--- src/rtl/stage3_fc_argmax.sv ---
// stage3_fc_argmax
//   Final classifier stage. Kernel dot-products arrive class-major, N_TERMS
//   beats per class. Each class score is the sum of its beats plus that class's
//   bias. A running max/argmax over N_CLASS scores produces one result per frame.
//
// Ports
//   clk, reset      rising-edge clock, synchronous active-high reset
//   i_clear         frame abort; drops the beat in the same cycle and cancels a pending compare
//   i_kernel_valid  beat qualifier (no backpressure)
//   i_kernel        signed kernel dot-product
//   i_bias          packed signed per-class biases, class c at [c*B_BW +: B_BW]
//   o_valid         one-cycle result pulse
//   o_class/o_score argmax class and its score; held until the next result
//   o_busy          frame in progress or compare pending
module stage3_fc_argmax #(
    parameter int IN_BW   = 20,
    parameter int N_TERMS = 16,
    parameter int N_CLASS = 26,
    parameter int B_BW    = 16,
    localparam int ACC_BW  = IN_BW + $clog2(N_TERMS),
    localparam int SC_BW   = ACC_BW + 1,
    localparam int CLS_BW  = $clog2(N_CLASS),
    localparam int TERM_BW = (N_TERMS > 1) ? $clog2(N_TERMS) : 1
) (
    input  logic                      clk,
    input  logic                      reset,
    input  logic                      i_clear,
    input  logic                      i_kernel_valid,
    input  logic signed [IN_BW-1:0]   i_kernel,
    input  logic [N_CLASS*B_BW-1:0]   i_bias,
    output logic                      o_valid,
    output logic [CLS_BW-1:0]         o_class,
    output logic signed [SC_BW-1:0]   o_score,
    output logic                      o_busy
);

    typedef enum logic {IDLE, ACC} state_t;

    state_t                    state_q,     state_d;
    logic [TERM_BW-1:0]        term_cnt_q,  term_cnt_d;
    logic [CLS_BW-1:0]         class_cnt_q, class_cnt_d;
    logic signed [ACC_BW-1:0]  acc_q,       acc_d;
    logic                      pending_q,   pending_d;
    logic [CLS_BW-1:0]         cmp_cls_q,   cmp_cls_d;
    logic                      cmp_last_q,  cmp_last_d;
    logic signed [SC_BW-1:0]   max_q,       max_d;
    logic [CLS_BW-1:0]         arg_q,       arg_d;
    logic                      o_valid_q,   o_valid_d;
    logic [CLS_BW-1:0]         o_class_q,   o_class_d;
    logic signed [SC_BW-1:0]   o_score_q,   o_score_d;

    logic                      last_term, last_class;
    logic signed [ACC_BW-1:0]  k_ext, acc_base;
    logic signed [B_BW-1:0]    bias_sel;
    logic signed [SC_BW-1:0]   score;

    always_comb begin
        last_term  = (term_cnt_q == TERM_BW'(N_TERMS - 1));
        last_class = (class_cnt_q == CLS_BW'(N_CLASS - 1));
        k_ext      = ACC_BW'(i_kernel);
        // First term of a class restarts the sum, so no separate acc clear is needed
        // and a back-to-back frame can overwrite acc while its old value is compared.
        acc_base   = (term_cnt_q == '0) ? '0 : acc_q;
        bias_sel   = i_bias[cmp_cls_q*B_BW +: B_BW];
        score      = SC_BW'(acc_q) + SC_BW'(bias_sel);

        state_d     = state_q;
        term_cnt_d  = term_cnt_q;
        class_cnt_d = class_cnt_q;
        acc_d       = acc_q;
        pending_d   = 1'b0;
        cmp_cls_d   = cmp_cls_q;
        cmp_last_d  = cmp_last_q;
        max_d       = max_q;
        arg_d       = arg_q;
        o_valid_d   = 1'b0;
        o_class_d   = o_class_q;
        o_score_d   = o_score_q;

        if (i_clear) begin
            state_d     = IDLE;
            term_cnt_d  = '0;
            class_cnt_d = '0;
        end else begin
            if (pending_q) begin
                // Class 0 loads unconditionally; later classes need a strict win.
                if (cmp_cls_q == '0 || score > max_q) begin
                    max_d = score;
                    arg_d = cmp_cls_q;
                end
                if (cmp_last_q) begin
                    o_valid_d = 1'b1;
                    o_class_d = arg_d;
                    o_score_d = max_d;
                end
            end
            if (i_kernel_valid) begin
                acc_d   = acc_base + k_ext;
                state_d = ACC;
                if (last_term) begin
                    term_cnt_d  = '0;
                    pending_d   = 1'b1;
                    cmp_cls_d   = class_cnt_q;
                    cmp_last_d  = last_class;
                    class_cnt_d = last_class ? '0 : class_cnt_q + 1'b1;
                    if (last_class) state_d = IDLE;
                end else begin
                    term_cnt_d = term_cnt_q + 1'b1;
                end
            end
        end
    end

    always_ff @(posedge clk) begin
        if (reset) begin
            state_q     <= IDLE;
            term_cnt_q  <= '0;
            class_cnt_q <= '0;
            acc_q       <= '0;
            pending_q   <= 1'b0;
            cmp_cls_q   <= '0;
            cmp_last_q  <= 1'b0;
            max_q       <= '0;
            arg_q       <= '0;
            o_valid_q   <= 1'b0;
            o_class_q   <= '0;
            o_score_q   <= '0;
        end else begin
            state_q     <= state_d;
            term_cnt_q  <= term_cnt_d;
            class_cnt_q <= class_cnt_d;
            acc_q       <= acc_d;
            pending_q   <= pending_d;
            cmp_cls_q   <= cmp_cls_d;
            cmp_last_q  <= cmp_last_d;
            max_q       <= max_d;
            arg_q       <= arg_d;
            o_valid_q   <= o_valid_d;
            o_class_q   <= o_class_d;
            o_score_q   <= o_score_d;
        end
    end

    assign o_valid = o_valid_q;
    assign o_class = o_class_q;
    assign o_score = o_score_q;
    assign o_busy  = (state_q == ACC) | pending_q;

endmodule

--- config.mk ---
export PLATFORM = sky130hd
export DESIGN_NAME = stage3_fc_argmax
export DESIGN_NICKNAME = d
export VERILOG_FILES = /design/src/rtl/stage3_fc_argmax.sv
export SDC_FILE = /design/constraint.sdc
export NUM_CORES = 1
export LEC_CHECK = 0
export CAP_MARGIN = 20
export CORE_AREA = 2 2 184 186
export CTS_CLUSTER_DIAMETER = 40
export DETAILED_ROUTE_END_ITERATION = 8
export DIE_AREA = 0 0 186 188
export SYNTH_ARGS = -nofsm -noshare
export SYNTH_HDL_FRONTEND = slang
export SYNTH_SLANG_ARGS = --single-unit
export TNS_END_PERCENT = 10
--- constraint.sdc ---
create_clock -name clk -period 8.05 [get_ports clk]
set_input_delay 1.61 -clock clk [delete_from_list [all_inputs] [get_ports clk]]
set_output_delay 1.61 -clock clk [all_outputs]
set_load 0.005 [all_outputs]
==> results.yml, run 1 <==
placement:
  dp.cells: 2000
  hpwl_mm: 40.8
  dp_worst_setup_slack_ns: 0.340
  port_buffers: 471
  place.gp.congestion: 0.925
timing:
  slew_headroom: 0.306
  fin_tns_setup_ns: 0
  hold_violations: 0
  setup_viol: 0
  fin_crit_sh: 0.921
  clock_skew_ns: 0.0108
  tightestPinTransition_ns: 1.04
  finalMaxSlewViolations: 0
  period_needed_ns: 7.41
  worst_slack_ns: 0.637
  grt_setup_unrepaired: "no"
  fmax_ghz: 0.135
detailed_routing:
  routed_via_density: 5.33
  vias: 10800
  dr.pass1.iters: 4
  remaining_drc_errors: 0
  routed_wl_mm: 48.6
  first_iter_violations: 647
  ant_nets: 0
  wire_per_inst_um: 23.9
clock_tree:
  cts_tree: "built"
  clkLatencyLatePin_ns: 0.37
  cts_setup_buffers: 0
  cts.htree.levels: 3
  clock_sinks: 102
  cts_made_buffers: 9
  postCtsHoldBufs: 0
  post_cts_resized: 0
  path_clk_slew_ns: 0.08
  clk_path_buf_depth: 2
  cts-root-buf: "clkbuf_16"
floorplanning:
  die_height_um: 188
  ioPinCount: 472
  start_util: 0.314
  fp.dieW_um: 186
  die_area_sq_um: 35000
  fp-row-count: 67
  coreArea_sq_um: 33100
synthesis:
  synth_async_sr_flop_share: 0
  synthesis.area_sq_um: 10400
  yosys_warnings: 0
  seq_area_frac_synth: 0.196
  synth-seq-cells: 102
  synth_edf_count: 0
  synth_cell_types: 67
  syn_inst: 1133
  synth_nets: 1651
  syn_avg_cell_area_sq_um: 9.19
  synthFlopType: "dfxtp_1"
grt:
  gr-total-overflow: 0
  grt_max_degree: 86
  antenna_found_initial: 17
  grt_pass1_vias: 11000
  grt_pass1_wl_mm: 70.3
  grtUsageTotal: 0.276
critical_path:
  startpoint: "i_bias[113]"
  cp-start-kind: "input pin"
  rr_worst_depth: 25
  rrSetupSlack_ns: 0.98
  worstSetupEndpointType: "flip-flop"
  reg2reg_to: "o_class[1]$_SDFFE_PP0P_"
  worstPathArrival_ns: 7.68
  crit_fanout: 10
  worstPathRequired_ns: 8.31
  critPathCapture: "o_class[1]$_SDFFE_PP0P_"
  crit_type: "input pin to flip-flop"
  r2r_start: "cmp_cls_q[0]$_SDFFE_PP0P_"
power:
  p_seq_frac: 0.343
  p_switching_w: 0.000449
  pwr-share-comb: 0.362
  power.density_nw_per_um2: 94.7
  irDropWorstVdd_mv: 0.0907
  p_int_w: 0.00106
  pwr-share-clk: 0.295
  leakage_nw: 5.76
  sw_frac_of_total: 0.298
final_layout:
  final_core_util: 0.482
  layout-drive-gt1-share: 0.126
  fill_cells: 3165
  fin_nets: 2081
  final_cells: 2030
  area_growth_pct: 53.2
status:
  status: "finished clean"
worst_hold_path:
  min_path_type: "flip-flop to flip-flop"
run:
  cap_violations: 0
-- through the flow --
stage	hold WS, ns	instance area [sq um]	power [W]
final	0.456	16000	0.00151
after CTS	0.462	15900	0.00152
after global routing	0.495	16000	0.00158
after floorplan	0.427	10400	0.000769
after global placement	0.439	15600	0.00107
after detailed placement	0.450	15600	0.00107
-- worst max-delay path: stages --
cell             delay [ns]
clkdlybuf4s50_1        0.45
mux4_2                 0.57
mux4_2                 0.53
o21ai_1                0.24
inv_1                  0.07
ha_1                   0.27
a21o_1                 0.18
a21oi_1                0.23
o21bai_1               0.13
a21boi_2               0.31
o41ai_4                0.16
a2111oi_0              0.39
nor3_1                 0.13
xnor2_1                0.26
inv_1                  0.08
ha_1                   0.28
nand2_1                0.07
nor2_1                 0.16
nand4_1                0.16
a31oi_1                0.23
o21ai_1                0.18
nand2_1                0.37
buf_4                  0.26
nand2_1                0.06
a311oi_1               0.27
-- layer usage --
metal	global-route usage	wire length, um	vias up
met3	0.0666	3120	61
met2	0.471	24500	329
met4	0.111	1770	4
li1	-	-	5188
met5	0	25	-
met1	0.331	19200	5232
-- synthesized netlist by cell type, types with 12 or more instances --
| cell type | count | area (sq um) |
|---|---|---|
| dfxtp_1 | 102 | 2040 |
| o21a_1 | 13 | 97.6 |
| a22oi_1 | 16 | 120 |
| xnor2_1 | 23 | 201 |
| nor2_1 | 114 | 428 |
| a311oi_1 | 24 | 210 |
| o21ai_1 | 14 | 70.1 |
| nand3_1 | 19 | 95.1 |
| o21ai_0 | 27 | 135 |
| a21o_1 | 33 | 248 |
| mux4_2 | 112 | 2520 |
| clkbuf_1 | 48 | 180 |
| a2bb2oi_1 | 14 | 123 |
| nor2b_1 | 30 | 188 |
| ha_1 | 76 | 951 |
| nor3_1 | 18 | 90.1 |
| buf_2 | 21 | 105 |
| mux2_2 | 16 | 180 |
| a21oi_1 | 79 | 395 |
| nand2_1 | 105 | 394 |
| xor2_1 | 12 | 105 |
| inv_1 | 51 | 191 |
| mux2i_1 | 23 | 230 |
-- power by group through the flow --
stage               combinational, W  sequential, W  clock, W
floorplan                   0.000241       0.000527         0
global placement            0.000543       0.000530         0
detailed placement          0.000544       0.000530         0
CTS                         0.000548       0.000518  0.000451
global route                0.000590       0.000519  0.000472
finish                      0.000547       0.000518  0.000446
-- worst min-delay path by stage --
stage | end | slack (ns) | cells after the start | from
floorplan | state_q$_SDFFE_PP0P_ | 0.43 | 2 | state_q$_SDFFE_PP0P_
global placement | state_q$_SDFFE_PP0P_ | 0.44 | 2 | state_q$_SDFFE_PP0P_
detailed placement | o_score[1]$_SDFFE_PP0P_ | 0.45 | 2 | o_score[1]$_SDFFE_PP0P_
CTS | o_score[1]$_SDFFE_PP0P_ | 0.46 | 2 | o_score[1]$_SDFFE_PP0P_
global route | state_q$_SDFFE_PP0P_ | 0.49 | 2 | state_q$_SDFFE_PP0P_
finish | o_score[1]$_SDFFE_PP0P_ | 0.46 | 2 | o_score[1]$_SDFFE_PP0P_
-- cell usage in the layout (no fill, tap or decap), drive strengths merged, types with 11 or more instances in the layout --
cell type / n
inv: 55
clkdlybuf4s50: 470
diode: 14
nor2b: 30
o21ai: 42
mux4: 112
nor3: 18
o21a: 13
nor2: 114
a311oi: 25
mux2: 16
xor2: 12
a22oi: 16
nand4: 11
ha: 76
nand2: 105
a2bb2oi: 14
and3: 11
xnor2: 23
mux2i: 23
nand3: 19
buf: 27
dfxtp: 102
a211oi: 12
a21o: 33
a21oi: 81
-- cell families (layout without fill, tap and decap cells) --
group,after synthesis,in the layout,share of synthesized area
multiplexers,151,151,0.282
AO/OA/AOI/OAI,292,292,0.196
other,0,14,0
AND/OR/NAND/NOR,344,344,0.152
adder cells (fa/ha/maj),78,78,0.0952
XOR/XNOR,35,35,0.0294
flip-flops,102,102,0.196
buffers and inverters,131,566,0.0505
-- flip-flops by register name (all words and copies together), names as in the netlist --
| signal | count |
|---|---|
| max_q | 25 |
| o_class | 5 |
| state_q | 1 |
| cmp_cls_q | 5 |
| cmp_last_q | 1 |
| o_valid | 1 |
| pending_q | 1 |
| class_cnt_q | 5 |
| term_cnt_q | 4 |
| acc_q | 24 |
| o_score | 25 |
| arg_q | 5 |
-- area by class of cell --
cell class / count / area (sq um) / share of cell area
multi-input cells: 900 / 7870 / 0.493
inverters: 53 / 199 / 0.0125
diodes: 14 / 35.0 / 0.00220
repair buffers: 497 / 4940 / 0.310
flip-flops and latches: 102 / 2050 / 0.129
clock buffers: 10 / 239 / 0.0150
clock inverters: 6 / 55.1 / 0.00345
well taps: 448 / 561 / 0.0351
(Power assumes the default switching activity.)
==> run 2: changes to the inputs <==
Settings changed: CORE_AREA 2 2 184 186 to 2 2 181 183, DIE_AREA 0 0 186 188 to 0 0 183 185, PLACE_DENSITY set to 0.65.
Clock period 8.05 ns to 9.27 ns, I/O delays scaled along.
==> run 2 against run 1 <==
Effect of this change:
- cell area is 0.73% lower
- clock power is 12% lower
- register-to-register slack better by 1.3 ns
- routed wire length is 0.21% higher
- utilization is 1.2 points higher
- sequential power is 13% lower
- non-clock buffer count is 6 lower
- count of clock-buffer cells in the layout is 2 higher
- power is 12% lower
- highest routed layer unchanged
==> results.yml, run 2 (synthesized netlist as in run 1, its figures left out) <==
power:
  leakage_nw: 5.74
  p_int_w: 0.000951
  pwr-share-comb: 0.364
  irDropWorstVdd_mv: 0.0868
  sw_frac_of_total: 0.283
  p_seq_frac: 0.339
  p_switching_w: 0.000375
  pwr-share-clk: 0.297
  power.density_nw_per_um2: 83.7
critical_path:
  critPathSlowestCell: "clkdlybuf4s50_1"
  cp_top_family: "compound AO/OA/AOI/OAI gates"
  worstPathArrival_ns: 7.88
  cp-start-kind: "input pin"
  cpPeakStageDelay_ns: 0.50
  worstSetupEndpointType: "flip-flop"
  crit_type: "input pin to flip-flop"
  crit_fanout: 22
  worstPathRequired_ns: 9.55
  crit_buf_inv: 4
timing:
  period_needed_ns: 7.61
  fin_crit_sh: 0.821
  clock_skew_ns: 0.00613
  tightestPinTransition_ns: 0.958
  timing.hold.ws_ns: 0.469
  hold_violations: 0
  grt_setup_unrepaired: "no"
  finalMaxSlewViolations: 0
  setup_viol: 0
  fmax_ghz: 0.131
  fin_tns_setup_ns: 0
  slew_headroom: 0.361
detailed_routing:
  dr_wl_met3_mm: 3.87
  first_iter_violations: 691
  dr.pass1.iters: 5
  routed_via_density: 5.60
  remaining_drc_errors: 0
  wl_met1_mm: 18.6
  ant_nets: 0
  vias: 11100
  wire_per_inst_um: 24.6
  wl_met2_mm: 25.1
  routed.top_layer: "met5"
  routed_wl_mm: 48.7
final_layout:
  area_growth_pct: 52.1
  final_common_cell: "clkdlybuf4s50_1"
  final_cells: 1976
  layout-drive-gt1-share: 0.120
  fill_cells: 3055
  fin_nets: 2075
  mostFrequentLayoutCells: "clkdlybuf4s50_1 (470), nor2_1 (113), mux4_2 (112)"
clock_tree:
  clkLatencyLatePin_ns: 0.35
  clk_path_buf_depth: 2
  post_cts_resized: 0
  path_clk_slew_ns: 0.07
  clock_sinks: 102
  cts_tree: "built"
  cts_made_buffers: 9
  cts.htree.levels: 3
  cts_setup_buffers: 0
  postCtsHoldBufs: 0
  cts-root-buf: "clkbuf_16"
placement:
  port_buffers: 471
  place.gp.congestion: 0.975
  hpwl_mm: 40.8
  dp.cells: 1953
grt:
  grtUsageTotal: 0.280
  antenna_found_initial: 13
  gr-total-overflow: 0
  grt_pass1_vias: 11100
  grt_pass1_wl_mm: 69.9
  grt_max_degree: 86
floorplanning:
  fp-row-count: 66
  coreArea_sq_um: 32000
  start_util: 0.325
  fp.dieW_um: 183
  ioPinCount: 472
  die_area_sq_um: 33900
  die_height_um: 185
status:
  status: "finished clean"
run:
  cap_violations: 0
worst_hold_path:
  min_path_type: "flip-flop to flip-flop"
[run 2: cell count changes in the layout (fill, tap and decap cells not counted)]
cell        delta
buf_8          +1
buf_4          -6
inv_6          +1
inv_8          -2
clkinvlp_4     -2
clkbuf_8       +1
clkinv_2       +1
clkinv_4       -2
nor2_1         +2
buf_12         -1
bufinv_16      +1
nor2_2         -2
clkbuf_1       +1
diode_2        -7
[run 2: area by class of cell]
cell class / count / area (sq um) / share of cell area
sequential: 102 / 2050 / 0.129
antenna: 7 / 17.5 / 0.00111
tap: 408 / 510 / 0.0322
timing repair buffer: 491 / 4890 / 0.309
inverter: 53 / 199 / 0.0126
multi-input combinational: 900 / 7870 / 0.497
clock inverter: 3 / 43.8 / 0.00277
clock buffer: 12 / 256 / 0.0162
[run 2: final timing paths]
check	startpoint	end	slack [ns]	cells past startpoint
setup reg to reg	cmp_cls_q[0]$_SDFFE_PP0P_	max_q[18]$_SDFFE_PP0P_	2.25	25
hold / removal	o_score[1]$_SDFFE_PP0P_	o_score[1]$_SDFFE_PP0P_	0.47	2
setup / recovery	i_bias[225]	max_q[18]$_SDFFE_PP0P_	1.66	25
hold reg to reg	o_score[1]$_SDFFE_PP0P_	o_score[1]$_SDFFE_PP0P_	0.47	2
[run 2: power groups by stage]
stage / sequential (W) / clock, W / combinational, W
after global routing: 0.000451 / 0.000423 / 0.000517
after floorplan: 0.000458 / 0 / 0.000210
after detailed placement: 0.000460 / 0 / 0.000475
final: 0.000450 / 0.000394 / 0.000482
after global placement: 0.000460 / 0 / 0.000472
after CTS: 0.000450 / 0.000404 / 0.000479
[run 2: metal layers]
| metal | global-route usage | vias to the layer above |
|---|---|---|
| li1 | - | 5172 |
| met1 | 0.324 | 5408 |
| met2 | 0.502 | 414 |
| met3 | 0.0918 | 59 |
| met4 | 0.0566 | 12 |
| met5 | 0.0267 | - |
[run 2: tightest hold or removal path, delay by kind of cell (launching register included)]
family          cells  cell delay, ns
flops               1            0.31
simple gates        1            0.05
compound gates      1            0.05
[run 2: through the flow]
| stage | worst slack, ns | power, W | area, sq um | util |
|---|---|---|---|---|
| 2_1_floorplan | 2.69 | 0.000667 | 10400 | - |
| 3_3_place_gp | 1.45 | 0.000932 | 15500 | 0.484 |
| 3_5_place_dp | 1.31 | 0.000936 | 15500 | 0.484 |
| 4_1_cts | 1.67 | 0.00133 | 15800 | 0.493 |
| 5_1_grt | 1.28 | 0.00139 | 15800 | 0.494 |
| 6_report | 1.66 | 0.00133 | 15800 | 0.494 |
